<file path="src/rtl/fetch_pkg.sv">
// Shared types for the instruction-fetch sequencer: FSM state encoding,
// reset fetch address and the {pc, inst, adef} bundle handed to ID.
// Optional macro FETCH_ADEF_EN adds the ERR state for misaligned fetch PCs.
package fetch_pkg;

    localparam logic [31:0] RESET_PC_DEFAULT = 32'h1C00_0000;

    typedef enum logic [2:0] {
        ST_IDLE = 3'd0,
        ST_REQ  = 3'd1,
        ST_WAIT = 3'd2,
        ST_DROP = 3'd3
`ifdef FETCH_ADEF_EN
        ,
        ST_ERR  = 3'd4
`endif
    } fetch_state_e;

    typedef struct packed {
        logic [31:0] pc;
        logic [31:0] inst;
        logic        adef;
    } fetch_bundle_t;

    // Sequential fetch address; 32-bit add wraps modulo 2^32.
    function automatic logic [31:0] pc_inc(input logic [31:0] pc);
        return pc + 32'd4;
    endfunction

endpackage

</file>
<file path="src/rtl/fetch_if.sv">
// Instruction bus plus the valid/ready bundle port towards ID.
// master = fetch_ctrl side, slave = memory / ID side.
interface fetch_if;

    logic        inst_req;
    logic [31:0] inst_addr;
    logic        inst_addr_ok;
    logic        inst_data_ok;
    logic [31:0] inst_rdata;

    logic        out_valid;
    logic        out_ready;
    logic [31:0] out_pc;
    logic [31:0] out_inst;
    logic        out_adef;

    modport master (
        output inst_req, inst_addr, out_valid, out_pc, out_inst, out_adef,
        input  inst_addr_ok, inst_data_ok, inst_rdata, out_ready
    );

    modport slave (
        input  inst_req, inst_addr, out_valid, out_pc, out_inst, out_adef,
        output inst_addr_ok, inst_data_ok, inst_rdata, out_ready
    );

endinterface

</file>
<file path="src/rtl/fetch_out_buf.sv">
// One-entry valid/ready output register for fetch bundles.
// Priority: flush > write > pop; a write in the same cycle as a pop keeps
// the entry valid with the new bundle.
module fetch_out_buf
    import fetch_pkg::*;
(
    input  logic          clk,
    input  logic          reset,
    input  logic          flush_i,
    input  logic          wr_en_i,
    input  fetch_bundle_t wr_data_i,
    input  logic          ready_i,
    output logic          valid_o,
    output fetch_bundle_t data_o
);

    logic          valid_q, valid_d;
    fetch_bundle_t data_q,  data_d;

    // Next entry state from flush / write / pop requests.
    always_comb begin
        // NOTE: every output gets a default first, so no path can leave one unassigned and infer a latch.
        valid_d = valid_q;
        data_d  = data_q;
        if (flush_i) begin
            valid_d = 1'b0;
        end else if (wr_en_i) begin
            valid_d = 1'b1;
            data_d  = wr_data_i;
        end else if (valid_q && ready_i) begin
            valid_d = 1'b0;
        end
    end

    // Entry register; payload is cleared too so ID sees zeros out of reset.
    always_ff @(posedge clk or posedge reset) begin
        // NOTE: non-blocking assignments so every register samples pre-edge values.
        if (reset) begin
            valid_q <= 1'b0;
            data_q  <= '0;
        end else begin
            valid_q <= valid_d;
            data_q  <= data_d;
        end
    end

    assign valid_o = valid_q;
    assign data_o  = data_q;

endmodule

</file>
<file path="src/rtl/fetch_ctrl.sv">
// Instruction-fetch sequencer: one outstanding word fetch, redirect from
// exception / ertn / branch, stale-response dropping, one-entry output buffer.
// Optional macro FETCH_ADEF_EN: misaligned PCs produce an adef bundle and
// park the FSM in ERR until the next redirect.
module fetch_ctrl
    import fetch_pkg::*;
#(
    parameter logic [31:0] RESET_PC = RESET_PC_DEFAULT
)(
    input  logic        clk,
    input  logic        reset,
    input  logic        excp_flush,
    input  logic        ertn_flush,
    input  logic [31:0] eentry,
    input  logic [31:0] era,
    input  logic        br_taken,
    input  logic [31:0] br_target,
    fetch_if.master     bus
);

    fetch_state_e  state_q, state_d;
    logic [31:0]   pc_q, pc_d;
    logic [31:0]   req_pc_q, req_pc_d;

    logic          redirect;
    logic [31:0]   redirect_pc;
    logic          buf_free;
    logic          misalign;
    logic          req_ok;
    logic          accept;
    logic          buf_wr;
    fetch_bundle_t buf_wr_data;
    logic          buf_valid;
    fetch_bundle_t buf_data;

    // Redirect arbitration: exception beats ertn beats branch.
    always_comb begin
        redirect = excp_flush | ertn_flush | br_taken;
        if (excp_flush)      redirect_pc = eentry;
        else if (ertn_flush) redirect_pc = era;
        else                 redirect_pc = br_target;
    end

    // A same-cycle pop frees the buffer for a new request.
    assign buf_free = !buf_valid || bus.out_ready;

`ifdef FETCH_ADEF_EN
    assign misalign      = (pc_q[1:0] != 2'b00);
    assign bus.inst_addr = pc_q;
`else
    assign misalign      = 1'b0;
    assign bus.inst_addr = {pc_q[31:2], 2'b00};
`endif

    assign req_ok       = (state_q == ST_REQ) && buf_free && !misalign;
    assign bus.inst_req = req_ok;
    assign accept       = req_ok && bus.inst_addr_ok;

    // FSM state register.
    always_ff @(posedge clk or posedge reset) begin
        if (reset) state_q <= ST_IDLE;
        else       state_q <= state_d;
    end

    // FSM next-state: request, wait for data, or drain a stale response.
    always_comb begin
        state_d = state_q;
        case (state_q)
            ST_IDLE: state_d = ST_REQ;
            ST_REQ: begin
                if (redirect)       state_d = accept ? ST_DROP : ST_REQ;
                else if (accept)    state_d = ST_WAIT;
`ifdef FETCH_ADEF_EN
                else if (misalign && buf_free) state_d = ST_ERR;
`endif
            end
            ST_WAIT: begin
                if (bus.inst_data_ok) state_d = ST_REQ;
                else if (redirect)    state_d = ST_DROP;
            end
            ST_DROP: begin
                if (bus.inst_data_ok) state_d = ST_REQ;
            end
`ifdef FETCH_ADEF_EN
            ST_ERR: begin
                if (redirect) state_d = ST_REQ;
            end
`endif
            default: state_d = ST_IDLE;
        endcase
    end

    // FSM outputs: buffer writes and PC bookkeeping; redirect wins over both.
    always_comb begin
        buf_wr           = 1'b0;
        buf_wr_data.pc   = req_pc_q;
        buf_wr_data.inst = bus.inst_rdata;
        buf_wr_data.adef = 1'b0;
        pc_d             = pc_q;
        req_pc_d         = req_pc_q;

        if (state_q == ST_WAIT && bus.inst_data_ok && !redirect) buf_wr = 1'b1;
`ifdef FETCH_ADEF_EN
        if (state_q == ST_REQ && misalign && buf_free && !redirect) begin
            buf_wr           = 1'b1;
            buf_wr_data.pc   = pc_q;
            buf_wr_data.inst = 32'h0;
            buf_wr_data.adef = 1'b1;
        end
`endif
        if (accept) begin
            req_pc_d = pc_q;
            pc_d     = pc_inc(pc_q);
        end
        if (redirect) pc_d = redirect_pc;
    end

    // PC and in-flight request address registers.
    always_ff @(posedge clk or posedge reset) begin
        if (reset) begin
            pc_q     <= RESET_PC;
            req_pc_q <= '0;
        end else begin
            pc_q     <= pc_d;
            req_pc_q <= req_pc_d;
        end
    end

    fetch_out_buf u_out_buf (
        .clk       (clk),
        .reset     (reset),
        .flush_i   (redirect),
        .wr_en_i   (buf_wr),
        .wr_data_i (buf_wr_data),
        .ready_i   (bus.out_ready),
        .valid_o   (buf_valid),
        .data_o    (buf_data)
    );

    // Without FETCH_ADEF_EN every write carries adef=0, so out_adef stays 0.
    assign bus.out_valid = buf_valid;
    assign bus.out_pc    = buf_data.pc;
    assign bus.out_inst  = buf_data.inst;
    assign bus.out_adef  = buf_data.adef;

endmodule

</file>
<file path="src/flat_wrapper.sv">
// flat-port wrapper written by rule: the top's interface ports become plain ports
module fetch_ctrl_flat import fetch_pkg::*;
#(
    parameter logic [31:0] RESET_PC = RESET_PC_DEFAULT
)
  (clk, reset, excp_flush, ertn_flush, eentry, era, br_taken, br_target, bus_inst_req, bus_inst_addr, bus_out_valid, bus_out_pc, bus_out_inst, bus_out_adef, bus_inst_addr_ok, bus_inst_data_ok, bus_inst_rdata, bus_out_ready);
  fetch_if bus_i ();
  input  logic clk;
  input  logic reset;
  input  logic excp_flush;
  input  logic ertn_flush;
  input  logic [31:0] eentry;
  input  logic [31:0] era;
  input  logic br_taken;
  input  logic [31:0] br_target;
  output wire logic [$bits(bus_i.inst_req)-1:0] bus_inst_req;
  output wire logic [$bits(bus_i.inst_addr)-1:0] bus_inst_addr;
  output wire logic [$bits(bus_i.out_valid)-1:0] bus_out_valid;
  output wire logic [$bits(bus_i.out_pc)-1:0] bus_out_pc;
  output wire logic [$bits(bus_i.out_inst)-1:0] bus_out_inst;
  output wire logic [$bits(bus_i.out_adef)-1:0] bus_out_adef;
  input wire logic [$bits(bus_i.inst_addr_ok)-1:0] bus_inst_addr_ok;
  input wire logic [$bits(bus_i.inst_data_ok)-1:0] bus_inst_data_ok;
  input wire logic [$bits(bus_i.inst_rdata)-1:0] bus_inst_rdata;
  input wire logic [$bits(bus_i.out_ready)-1:0] bus_out_ready;
  assign bus_inst_req = bus_i.inst_req;
  assign bus_inst_addr = bus_i.inst_addr;
  assign bus_out_valid = bus_i.out_valid;
  assign bus_out_pc = bus_i.out_pc;
  assign bus_out_inst = bus_i.out_inst;
  assign bus_out_adef = bus_i.out_adef;
  assign bus_i.inst_addr_ok = bus_inst_addr_ok;
  assign bus_i.inst_data_ok = bus_inst_data_ok;
  assign bus_i.inst_rdata = bus_inst_rdata;
  assign bus_i.out_ready = bus_out_ready;
  fetch_ctrl #(.RESET_PC(RESET_PC)) u_core (.clk(clk), .reset(reset), .excp_flush(excp_flush), .ertn_flush(ertn_flush), .eentry(eentry), .era(era), .br_taken(br_taken), .br_target(br_target), .bus(bus_i));
endmodule
</file>
<file path="config.mk">
export PLATFORM = sky130hd
export DESIGN_NAME = fetch_ctrl_flat
export DESIGN_NICKNAME = d
export VERILOG_FILES = /design/src/rtl/fetch_pkg.sv /design/src/rtl/fetch_if.sv /design/src/rtl/fetch_out_buf.sv /design/src/rtl/fetch_ctrl.sv /design/src/flat_wrapper.sv
export SDC_FILE = /design/constraint.sdc
export NUM_CORES = 1
export LEC_CHECK = 0
export BUFFER_PORTS_ARGS = -buffer_cell sky130_fd_sc_hd__buf_2
export CAP_MARGIN = 20
export CORE_MARGIN = 3
export CORE_UTILIZATION = 50
export CTS_CLUSTER_DIAMETER = 50
export CTS_CLUSTER_SIZE = 14
export DETAILED_ROUTE_END_ITERATION = 8
export PLACE_DENSITY = 0.77
export SLEW_MARGIN = 10
export SYNTH_ARGS = -nofsm -noshare
export SYNTH_HDL_FRONTEND = slang
export SYNTH_SLANG_ARGS = --single-unit
</file>
<file path="constraint.sdc">
create_clock -name clk -period 6.2 [get_ports clk]
set_input_delay 1.24 -clock clk [delete_from_list [all_inputs] [get_ports clk]]
set_output_delay 1.24 -clock clk [all_outputs]
set_load 0.1 [all_outputs]
</file>
==> out/metrics.cfg <==
[cells_and_area]
drive_above_1_share = 0.406
final_cell_count_no_fill = 1040
layout-area-overhead-vs-synth_pct = 23.0
antenna-diode-count = 0
sequential_cell_area_um2 = 3280
fin_nets = 988
layout.cells.most_common_list = buf_2 (231), dfrtp_1 (128), nand2_1 (118)
nFillCells = 1100
layout.cells.most_common = buf_2
multiInputGateArea_um2 = 3070

[routing]
via_per_inst = 5.34
drcViolationCount = 0
highest_signal_layer_in_the_routed_design = met4
finalWirelength_um = 18000
routed-wl-met3_um = 1570
wl_met1_um = 7780
met2WireLength_um = 8390
detail_route.wl_per_cell_um = 17.3
initialDrtViolationCount = 362
final_antenna_net_count = 0
dr.pass1.iters = 5
dr_total_vias = 5549

[sta]
layout_min_cycle_time_ns = 3.78
tightest_slew_ns = 1.03
setup_repair_after_global_routing_missed_its_margin = no
slew_headroom = 0.312
report.final.setup_viol = 0
finalCritPeriodShare = 0.610
fin_setup_tns_ns = 0
hold_viol_final = 0
final-max-slew-violation-count = 0
max_freq_ghz = 0.264
fin_worst_skew_ns = 0.00984

[job]
cap_viol_max_count = 0

[synthesis]
post_synth_and_or_nand_nor_area_fraction = 0.154
synth-warning-count = 0
post_synth_xor_area_fraction = 0.00758
netlist-cell-type-count = 56
yosys-mux-area-fraction = 0.151
synth.yosys.seq_area_share = 0.473
synth_top_flop_cell = dfrtp_1
synth_enable_flop_cells = 0
async_reset_ff_frac = 1.00
synth_top_family_by_area = simple AND/OR/NAND/NOR gates
syn_avg_cell_area_um2 = 10.5
synth-adder-area-share = 0.00180
synth-seq-cells = 131
netlist_instances = 663
syn-cell-area_um2 = 6930
synth_compound_gate_area_share = 0.125

[worst_setup_path]
r2r_end = u_core.pc_q[24]
crit_required_ns = 6.49
critical_path.startpoint_type = input port
cp.arrival_ns = 4.07
crit_chain = buf_2 -> buf_4 -> or3_1 -> nor2_8 -> buf_4 -> mux2_2
critPathMostFrequentCell = buf_4
critical_path.max_fanout = 63
critical_path.max_stage_delay_ns = 0.81
timing_worst_setup_path_type = input port to flip-flop
reg2reg_slack_ns = 3.69
cp-end-kind = flip-flop
timing.rr.start = u_core.state_q[1]
worst_r2r_path_depth = 6
library_cell_contributing_the_largest_single_delay_on_the_critical_path = nor2_8

[cts]
cts_setup_buffers = 0
tritoncts = yes
postCtsResizedCells = 0
clk_buf_depth = 2
clk-insertion-delay-late_ns = 0.41
htreeDepth = 4
clkSinkCount = 131
clk_transition_reported_paths_ns = 0.06
cts_inserted_buffers = 17
clockRootBuffer = clkbuf_16
cts_hold_repair.buffers = 0

[grt]
grt_antenna_before_repair = 0
largest_net_degree_at_the_start_of_global_routing = 69
globalRouteOverflowTotal = 0
grt_pass1_wl_um = 28100
first_global_vias = 5439
globalRouteTotalUtil = 0.240

[placement]
portBuffers = 231
globalplace.congestion = 0.913
inst_count_dp = 1008
dpl.hpwl_um = 13000

[floorplan]
core_region_area_um2 = 13400
ios = 235
die-area_um2 = 15300
die_outline_height_um = 124
starting_utilization_of_the_core_area = 0.517
std_cell_rows = 42
die_w_um = 124

[hold_path]
hold_end = u_core.req_pc_q[0]
min-delay-start = u_core.pc_q[0]
min_delay_path_depth = 2
hp-class = flip-flop to flip-flop

[power_and_ir_drop]
worst_ir_drop_vdd_v = 0.000200
power.total_mw = 2.76
p_leak_nw = 4.50
power.density_cell_area_nw_per_um2 = 324

[run_status]
run_status = finished clean

-- sequential cells by signal (all words and copies together), names as in the netlist --
name,cells
u_core.pc_q,32
u_core.req_pc_q,32
u_core.state_q,2
u_core.u_out_buf.data_o,64
u_core.u_out_buf.valid_o,1
-- synth_stat cells (6+ instances only) --
| cell | instances | area (µm²) |
|---|---|---|
| and3_1 | 7 | 43.8 |
| nand3_1 | 11 | 55.1 |
| buf_12 | 6 | 120 |
| clkbuf_1 | 13 | 48.8 |
| a21o_1 | 6 | 45.0 |
| nand3b_1 | 12 | 90.1 |
| buf_2 | 14 | 70.1 |
| mux2i_1 | 7 | 70.1 |
| nand4_1 | 8 | 50.1 |
| inv_1 | 18 | 67.6 |
| nand2_1 | 118 | 443 |
| mux2_4 | 60 | 901 |
| buf_4 | 34 | 255 |
| nor2_1 | 26 | 97.6 |
| o21ai_0 | 25 | 125 |
| mux2_2 | 7 | 78.8 |
| dfrtp_1 | 128 | 3200 |
| a21oi_1 | 62 | 310 |
| a221oi_1 | 6 | 52.6 |
| nor3_1 | 8 | 40.0 |
-- per-layer routing --
layer,GRT usage,up-vias
met5,0,-
met2,0.380,256
li1,-,2672
met1,0.326,2606
met3,0.0563,15
met4,0.0761,0
-- power by group --
group / internal [mW] / total, mW / switching (mW)
Combinational: 0.149 / 0.613 / 0.463
Sequential: 0.947 / 1.03 / 0.0808
Clock: 0.772 / 1.12 / 0.351
Total: 1.87 / 2.76 / 0.894
-- through the flow --
step / utilization / cell area [µm²] / setup WS, ns / hold slack (ns)
after floorplan: - / 6940 / 1.47 / 0.439
after global placement: 0.586 / 7860 / 2.04 / 0.448
after detailed placement: 0.586 / 7860 / 2.01 / 0.455
after CTS: 0.636 / 8520 / 2.44 / 0.470
after global routing: 0.636 / 8520 / 2.28 / 0.505
final: 0.636 / 8520 / 2.42 / 0.470
-- cell families after synthesis --
logic type | Yosys count
simple gates | 220
compound gates | 140
flops | 131
buf+inv | 90
mux | 74
xor+xnor | 6
fa+ha+maj | 1
other cells | 1
-- how the worst max path moves through the flow --
stage          startpoint  depth (start not counted)  slack [ns]                     endpoint
2_1_floorplan       reset                          1        1.47               u_core.pc_q[0]
3_3_place_gp   excp_flush                          6        2.04  u_core.u_out_buf.data_o[55]
3_5_place_dp   excp_flush                          6        2.01  u_core.u_out_buf.data_o[55]
4_1_cts        excp_flush                          6        2.44  u_core.u_out_buf.data_o[55]
5_1_grt        excp_flush                          6        2.28  u_core.u_out_buf.data_o[55]
6_report       excp_flush                          6        2.42  u_core.u_out_buf.data_o[55]
-- critical path, delay by kind of cell --
kind	cells	cell delay, ns
muxes	1	0.37
and+or+nand+nor	2	1.57
buffers and inverters	3	0.82
-- cell type report --
class	instances	area share
clock buffer	21	0.0540
clock inverter	11	0.0241
inverter	18	0.00851
multi-input combinational	444	0.360
sequential	131	0.385
tap	176	0.0258
timing repair buffer	239	0.143
(Power assumes the default switching activity.)
